## src/rtl/lcd_phy_pkg.sv

```systemverilog
// Shared types and constants for the character-LCD physical layer.
package lcd_phy_pkg;

    typedef enum logic [3:0] {
        S_IDLE,
        S_PWR_WAIT,
        S_INIT_SETUP,
        S_INIT_PULSE,
        S_INIT_GAP,
        S_READY,
        S_HI_SETUP,
        S_HI_PULSE,
        S_HI_GAP,
        S_LO_SETUP,
        S_LO_PULSE,
        S_CMD_WAIT
    } lcd_state_e;

    // HD44780 wake-up nibbles: three "8-bit mode" writes, then the switch to 4-bit.
    localparam logic [3:0] INIT_NIB_8BIT = 4'h3;
    localparam logic [3:0] INIT_NIB_4BIT = 4'h2;

    localparam logic [7:0] OP_CLEAR = 8'h01;
    localparam logic [7:0] OP_HOME  = 8'h02;

    function automatic int unsigned max2(input int unsigned a, input int unsigned b);
        return (a > b) ? a : b;
    endfunction

    // Clear and home are the only commands that need the long post-byte wait.
    function automatic logic is_slow_cmd(input logic [7:0] b, input logic rs);
        return !rs && (b == OP_CLEAR || b == OP_HOME);
    endfunction

endpackage

```

## src/rtl/lcd_physical.sv

```systemverilog
// HD44780 4-bit physical layer: power-on init sequence, then byte-to-nibble serialisation.
// Optional macro LCD_CLEAR_WAIT_EN stretches the post-byte wait for clear/home to T_CLEAR.
module lcd_physical
    import lcd_phy_pkg::*;
#(
    parameter int unsigned T_PWRUP   = 750000,
    parameter int unsigned T_INIT1   = 205000,
    parameter int unsigned T_INIT2   = 5000,
    parameter int unsigned T_CMD     = 2000,
    parameter int unsigned T_NIB_GAP = 50,
    parameter int unsigned T_SETUP   = 2,
    parameter int unsigned T_PULSE   = 12,
    parameter int unsigned T_CLEAR   = 82000
) (
    input  logic       clk,
    input  logic       reset,
    input  logic       do_init,
    input  logic       do_send_data,
    input  logic [7:0] data_to_send,
    input  logic       lcdrs_in,
    output logic       init_done,
    output logic       send_data_done,
    output logic       lcde,
    output logic       lcdrs,
    output logic       lcdrw,
    output logic [3:0] lcddat
);

    localparam int unsigned T_MAX = max2(max2(max2(T_PWRUP, T_INIT1), max2(T_INIT2, T_CMD)),
                                         max2(max2(T_NIB_GAP, T_SETUP), max2(T_PULSE, T_CLEAR)));
    localparam int unsigned CNT_W = $clog2(T_MAX + 1);

    typedef logic [CNT_W-1:0] cnt_t;

    // Each state is entered with (length - 1) and left when the count hits zero.
    localparam cnt_t LD_PWRUP   = cnt_t'(T_PWRUP - 1);
    localparam cnt_t LD_INIT1   = cnt_t'(T_INIT1 - 1);
    localparam cnt_t LD_INIT2   = cnt_t'(T_INIT2 - 1);
    localparam cnt_t LD_CMD     = cnt_t'(T_CMD - 1);
    localparam cnt_t LD_NIB_GAP = cnt_t'(T_NIB_GAP - 1);
    localparam cnt_t LD_SETUP   = cnt_t'(T_SETUP - 1);
    localparam cnt_t LD_PULSE   = cnt_t'(T_PULSE - 1);
    localparam cnt_t LD_CLEAR   = cnt_t'(T_CLEAR - 1);

    lcd_state_e state;
    cnt_t       cnt;
    cnt_t       init_gap;
    logic [1:0] nib_idx;
    logic [3:0] lo_nib;
    logic       slow_q;
    logic       slow_cmd;

    assign lcdrw = 1'b0;

`ifdef LCD_CLEAR_WAIT_EN
    assign slow_cmd = is_slow_cmd(data_to_send, lcdrs_in);
`else
    assign slow_cmd = 1'b0;
`endif

    always_comb begin
        init_gap = LD_CMD;
        case (nib_idx)
            2'd0:    init_gap = LD_INIT1;
            2'd1:    init_gap = LD_INIT2;
            default: init_gap = LD_CMD;
        endcase
    end

    always_ff @(posedge clk) begin
        if (reset) begin
            state          <= S_IDLE;
            cnt            <= '0;
            nib_idx        <= 2'd0;
            lo_nib         <= 4'h0;
            slow_q         <= 1'b0;
            init_done      <= 1'b0;
            send_data_done <= 1'b0;
            lcde           <= 1'b0;
            lcdrs          <= 1'b0;
            lcddat         <= 4'h0;
        end else begin
            send_data_done <= 1'b0;
            if (cnt != '0) cnt <= cnt - cnt_t'(1);

            case (state)
                S_IDLE: begin
                    if (do_init) begin
                        state <= S_PWR_WAIT;
                        cnt   <= LD_PWRUP;
                    end
                end
                S_PWR_WAIT: begin
                    if (cnt == '0) begin
                        state  <= S_INIT_SETUP;
                        cnt    <= LD_SETUP;
                        lcddat <= INIT_NIB_8BIT;
                    end
                end
                S_INIT_SETUP: begin
                    if (cnt == '0) begin
                        state <= S_INIT_PULSE;
                        cnt   <= LD_PULSE;
                        lcde  <= 1'b1;
                    end
                end
                S_INIT_PULSE: begin
                    if (cnt == '0) begin
                        state <= S_INIT_GAP;
                        cnt   <= init_gap;
                        lcde  <= 1'b0;
                    end
                end
                S_INIT_GAP: begin
                    if (cnt == '0) begin
                        // nib_idx wraps back to 0 after the fourth nibble
                        nib_idx <= nib_idx + 2'd1;
                        if (nib_idx == 2'd3) begin
                            state     <= S_READY;
                            init_done <= 1'b1;
                            lcddat    <= 4'h0;
                        end else begin
                            state  <= S_INIT_SETUP;
                            cnt    <= LD_SETUP;
                            lcddat <= (nib_idx == 2'd2) ? INIT_NIB_4BIT : INIT_NIB_8BIT;
                        end
                    end
                end
                S_READY: begin
                    if (do_send_data) begin
                        state  <= S_HI_SETUP;
                        cnt    <= LD_SETUP;
                        lcddat <= data_to_send[7:4];
                        lcdrs  <= lcdrs_in;
                        lo_nib <= data_to_send[3:0];
                        slow_q <= slow_cmd;
                    end
                end
                S_HI_SETUP: begin
                    if (cnt == '0) begin
                        state <= S_HI_PULSE;
                        cnt   <= LD_PULSE;
                        lcde  <= 1'b1;
                    end
                end
                S_HI_PULSE: begin
                    if (cnt == '0) begin
                        state <= S_HI_GAP;
                        cnt   <= LD_NIB_GAP;
                        lcde  <= 1'b0;
                    end
                end
                S_HI_GAP: begin
                    if (cnt == '0) begin
                        state  <= S_LO_SETUP;
                        cnt    <= LD_SETUP;
                        lcddat <= lo_nib;
                    end
                end
                S_LO_SETUP: begin
                    if (cnt == '0) begin
                        state <= S_LO_PULSE;
                        cnt   <= LD_PULSE;
                        lcde  <= 1'b1;
                    end
                end
                S_LO_PULSE: begin
                    if (cnt == '0) begin
                        state <= S_CMD_WAIT;
                        cnt   <= slow_q ? LD_CLEAR : LD_CMD;
                        lcde  <= 1'b0;
                    end
                end
                S_CMD_WAIT: begin
                    if (cnt == '0) begin
                        state          <= S_READY;
                        send_data_done <= 1'b1;
                        lcddat         <= 4'h0;
                        lcdrs          <= 1'b0;
                    end
                end
                default: state <= S_IDLE;
            endcase
        end
    end

endmodule

```

## config.mk

```make
export PLATFORM = sky130hd
export DESIGN_NAME = lcd_physical
export DESIGN_NICKNAME = d
export VERILOG_FILES = /design/src/rtl/lcd_phy_pkg.sv /design/src/rtl/lcd_physical.sv
export SDC_FILE = /design/constraint.sdc
export NUM_CORES = 1
export LEC_CHECK = 0
export CORE_AREA = 2 2 117 62
export DETAILED_ROUTE_END_ITERATION = 8
export DIE_AREA = 0 0 119 64
export GPL_ROUTABILITY_DRIVEN = 1
export PLACE_DENSITY = 0.75
export RECOVER_POWER = 50
export SKIP_CTS_REPAIR_TIMING = 1
export SYNTH_ARGS = -nofsm -noshare
export SYNTH_HDL_FRONTEND = slang
export SYNTH_SLANG_ARGS = --single-unit
```

## constraint.sdc

```tcl
create_clock -name clk -period 3.34 [get_ports clk]
set_input_delay 0.835 -clock clk [delete_from_list [all_inputs] [get_ports clk]]
set_output_delay 0.835 -clock clk [all_outputs]
set_load 0.02 [all_outputs]
```

==> summary by stage <==
Outcome
The run finished with clean final reports.

Floorplan
The initial utilization of the core area, before any placement, comes to about 44%. The die height is between 60 and 70 um. The area of the placeable core is around 6500 um2. Row generation in the floorplan step produced 21 rows. During I/O placement, the number of pins put on the boundary was 22. The floorplan step defined a die boundary enclosing about 7600 um2.

The width of the die is about 120 um.

Synthesis
After synthesis, the share of flip-flops with an asynchronous set or reset is 0%. The number of enable-type register cells in the synthesized netlist is 0. The sequential fraction of the synthesis area is about a quarter. The number of warnings printed during yosys synthesis is 0. Averaged over all synthesized cells, the footprint is about 7.5 um2. The post-synthesis instance area is about 2900 um2. The number of unique standard cell types used by synthesis is 65. The synthesized design contains 38 register bits. The number of instances in the synthesized netlist is slightly below 400.

Counting every net in the synthesized netlist gives a little over 400. In the synthesized netlist the dominant register cell turns out to be dfxtp_1.

Power
The total leakage power is approximately 1.2 nW. The overall power is between 0.002 and 0.003 W. The worst vdd rail ir drop is 0.450 mV. The areal power density over the cells is 800 nW/um2.

Placement
The number of port buffers is 20. Routability-driven placement finished with a final weighted congestion of 0.973. The HPWL after detailed placement is 6000 um.

Detailed routing
The mean number of vias per cell is between 5 and 6. The count of routing violations after the opening detailed-route iteration is roughly 300. The number of optimization iterations in the first detailed-route pass is 7. The count of nets left with antenna violations once routing finished came out at 0. The wire length after detailed routing is approximately 8000 um.

In the final routed layout, each cell accounts on average for between 15 and 20 um. Detailed routing inserted a total of 2922 vias. The number of design rule violations left after detail routing is 0.

Finish
Of the cells placed in the final design, the portion with a size suffix greater than 1 is 8.56%. 0 antenna diodes ended up in the layout. The area of the multi-input gates is 1910 um2. From synthesis to final layout, the design area changed by 13.1%. The area occupied by registers is about 760 um2. The most common cell after layout, fill and taps aside is nor2_1.

The library cells used most frequently in the layout, excluding fill and tap cells, are nor2_1, nand2_1, dfxtp_1. The total number of nets in the final design is around 420. Fill cells in the final layout number ~660.

CTS
The clock-pin slew on the worst setup and hold paths is approximately 0.06 ns. At the later pin of the worst-skew pair, clock insertion delay measures 0.29 ns. The H-tree was split into 2 levels.

The tree is rooted in a clkbuf_16. The clock tree from TritonCTS is built. The number of clock buffers inserted by TritonCTS is 5. The clock passes through at most 2 buffers. CTS saw 38 sinks.

STA
The setup TNS is 0 ns. The worst max-slew margin expressed relative to the limit is ~52%. For this run, the top clock speed supported by timing is 358 MHz. The maximum clock skew at final layout is 0.00649 ns. The max-slew violation count was 0. The smallest clock period supported by the final layout is computed as roughly 2.8 ns. The final count of hold timing violations came to 0. Setup repair after global routing left no endpoint under its margin. The total setup violations reported at the end of the flow is 0.

The actual slew at the worst max-slew pin is between 0.7 and 0.8 ns. The post-route fraction of the period consumed by the critical path is 83.5%.

Setup path
STA classifies the critical path endpoint as a flop. The depth of the most critical reg-to-reg path is 11. The launch point of the worst reg-to-reg path is cnt[11]$_SDFF_PP0_.

The worst setup path category is flop to flop. The endpoint identified for the worst register-to-register timing path is cnt[0]$_SDFF_PP0_. For the worst setup path, the data required time is 3.51 ns.

In this run the worst path has a maximum fanout of 5. STA classifies the critical path startpoint as a flop. Data on the critical path arrives at its endpoint at around 3.0 ns.

For flop-to-flop paths, the worst setup slack is 0.55 ns.

Hold path
The worst hold path was traced through 2 stages. The hold path startpoint is init_done$_SDFFE_PP0P_. The tightest min-delay check is of the flop to flop type.

The worst hold path terminates at init_done$_SDFFE_PP0P_.

Global route
The pin count of the biggest net entering global routing is 36. The number of antenna violations at the first check in global routing is 0. The first global-routing pass estimated 14100 um of wire. The overall overflow remaining after global route is 0. Across every metal layer, demand over resource in global routing totals between 20% and 30%. The number of global-route vias before repair is approximately 2800.

Job
The number of violations of the max-capacitance limit is 0.
## cells in the mapped netlist (6+ instances only)
master / n / area share [%]
a21oi_1: 28 / 4.9
a31oi_1: 8 / 1.7
buf_2: 6 / 1.0
clkbuf_1: 15 / 2.0
dfxtp_1: 38 / 26
ha_1: 9 / 3.9
inv_1: 11 / 1.4
nand2_1: 39 / 5.1
nand2b_1: 7 / 1.5
nand3_1: 11 / 1.9
nand4_1: 6 / 1.3
nor2_1: 50 / 6.5
nor3_1: 10 / 1.7
nor4_1: 9 / 2.0
o21ai_0: 19 / 3.3
o21ai_1: 9 / 1.6
o22ai_1: 7 / 1.5
xor2_1: 8 / 2.4
## how the worst max path moves through the flow
stage                     cells past startpoint                from            endpoint
after floorplan                              11  cnt[11]$_SDFF_PP0_   cnt[0]$_SDFF_PP0_
after global placement                       11  cnt[11]$_SDFF_PP0_   cnt[0]$_SDFF_PP0_
after detailed placement                     11  cnt[11]$_SDFF_PP0_   cnt[0]$_SDFF_PP0_
after CTS                                    11  cnt[11]$_SDFF_PP0_   cnt[0]$_SDFF_PP0_
after global routing                          9   cnt[0]$_SDFF_PP0_  cnt[11]$_SDFF_PP0_
final                                        11  cnt[11]$_SDFF_PP0_   cnt[0]$_SDFF_PP0_
## kinds of logic after synthesis
family                   count (synthesis)  synth area share (%)
adder cells (fa/ha/maj)                  9                  3.91
buffers and inverters                   38                  6.26
multiplexers                             5                  1.74
AND/OR/NAND/NOR                        171                  32.4
XOR/XNOR                                13                  3.96
AO/OA/AOI/OAI                          111                  25.2
flip-flops                              38                  26.4
other                                    1                 0.130
## critical path: stages, from the launching register on
cell and delay (ns):
dfxtp_1 0.37, nor3_1 0.27, nand2b_1 0.13, or3_1 0.38
or3_1 0.50, ha_1 0.35, nor2_1 0.09, o22ai_1 0.09
nand2_1 0.07, o2111ai_1 0.12, a31oi_1 0.24, nor3_2 0.07
## sequential cells by signal (all words and copies together), names as in the netlist
name,count
cnt,20
init_done,1
lcddat,4
lcde,1
lcdrs,1
lo_nib,4
nib_idx,2
send_data_done,1
state,4
## per-stage QoR
stage	hold WS (ns)	setup WS, ns	instances	area [um2]	util (%)
3_3_place_gp	0.454	0.784	481	3130	47.8
3_5_place_dp	0.461	0.737	481	3130	47.8
6_report	0.468	0.550	489	3260	49.8
4_1_cts	0.475	0.731	489	3280	50.1
5_1_grt	0.497	0.269	489	3260	49.8
2_1_floorplan	0.464	0.930	386	2880	-
## final cells by class
cell class	count	area share, %
multi-input combinational	310	58.7
clock buffer	6	4.27
tap	92	3.54
sequential	38	23.4
timing repair buffer	30	8.46
clock inverter	2	0.384
inverter	11	1.27
## power breakdown
part	internal [W]	switching, W
Combinational	0.000540	0.000847
Sequential	0.000560	0.000167
Clock	0.000296	0.000196
Total	0.00140	0.00121
## metal layers
metal / vias up / GRT usage, % / part of all wire (%)
li1: 1430 / - / -
met1: 1345 / 31.1 / 46
met2: 132 / 37.6 / 45
met3: 15 / 3.39 / 8.1
met4: 0 / 8.48 / 1.7
met5: - / 0 / 0
(Power assumes the default switching activity.)
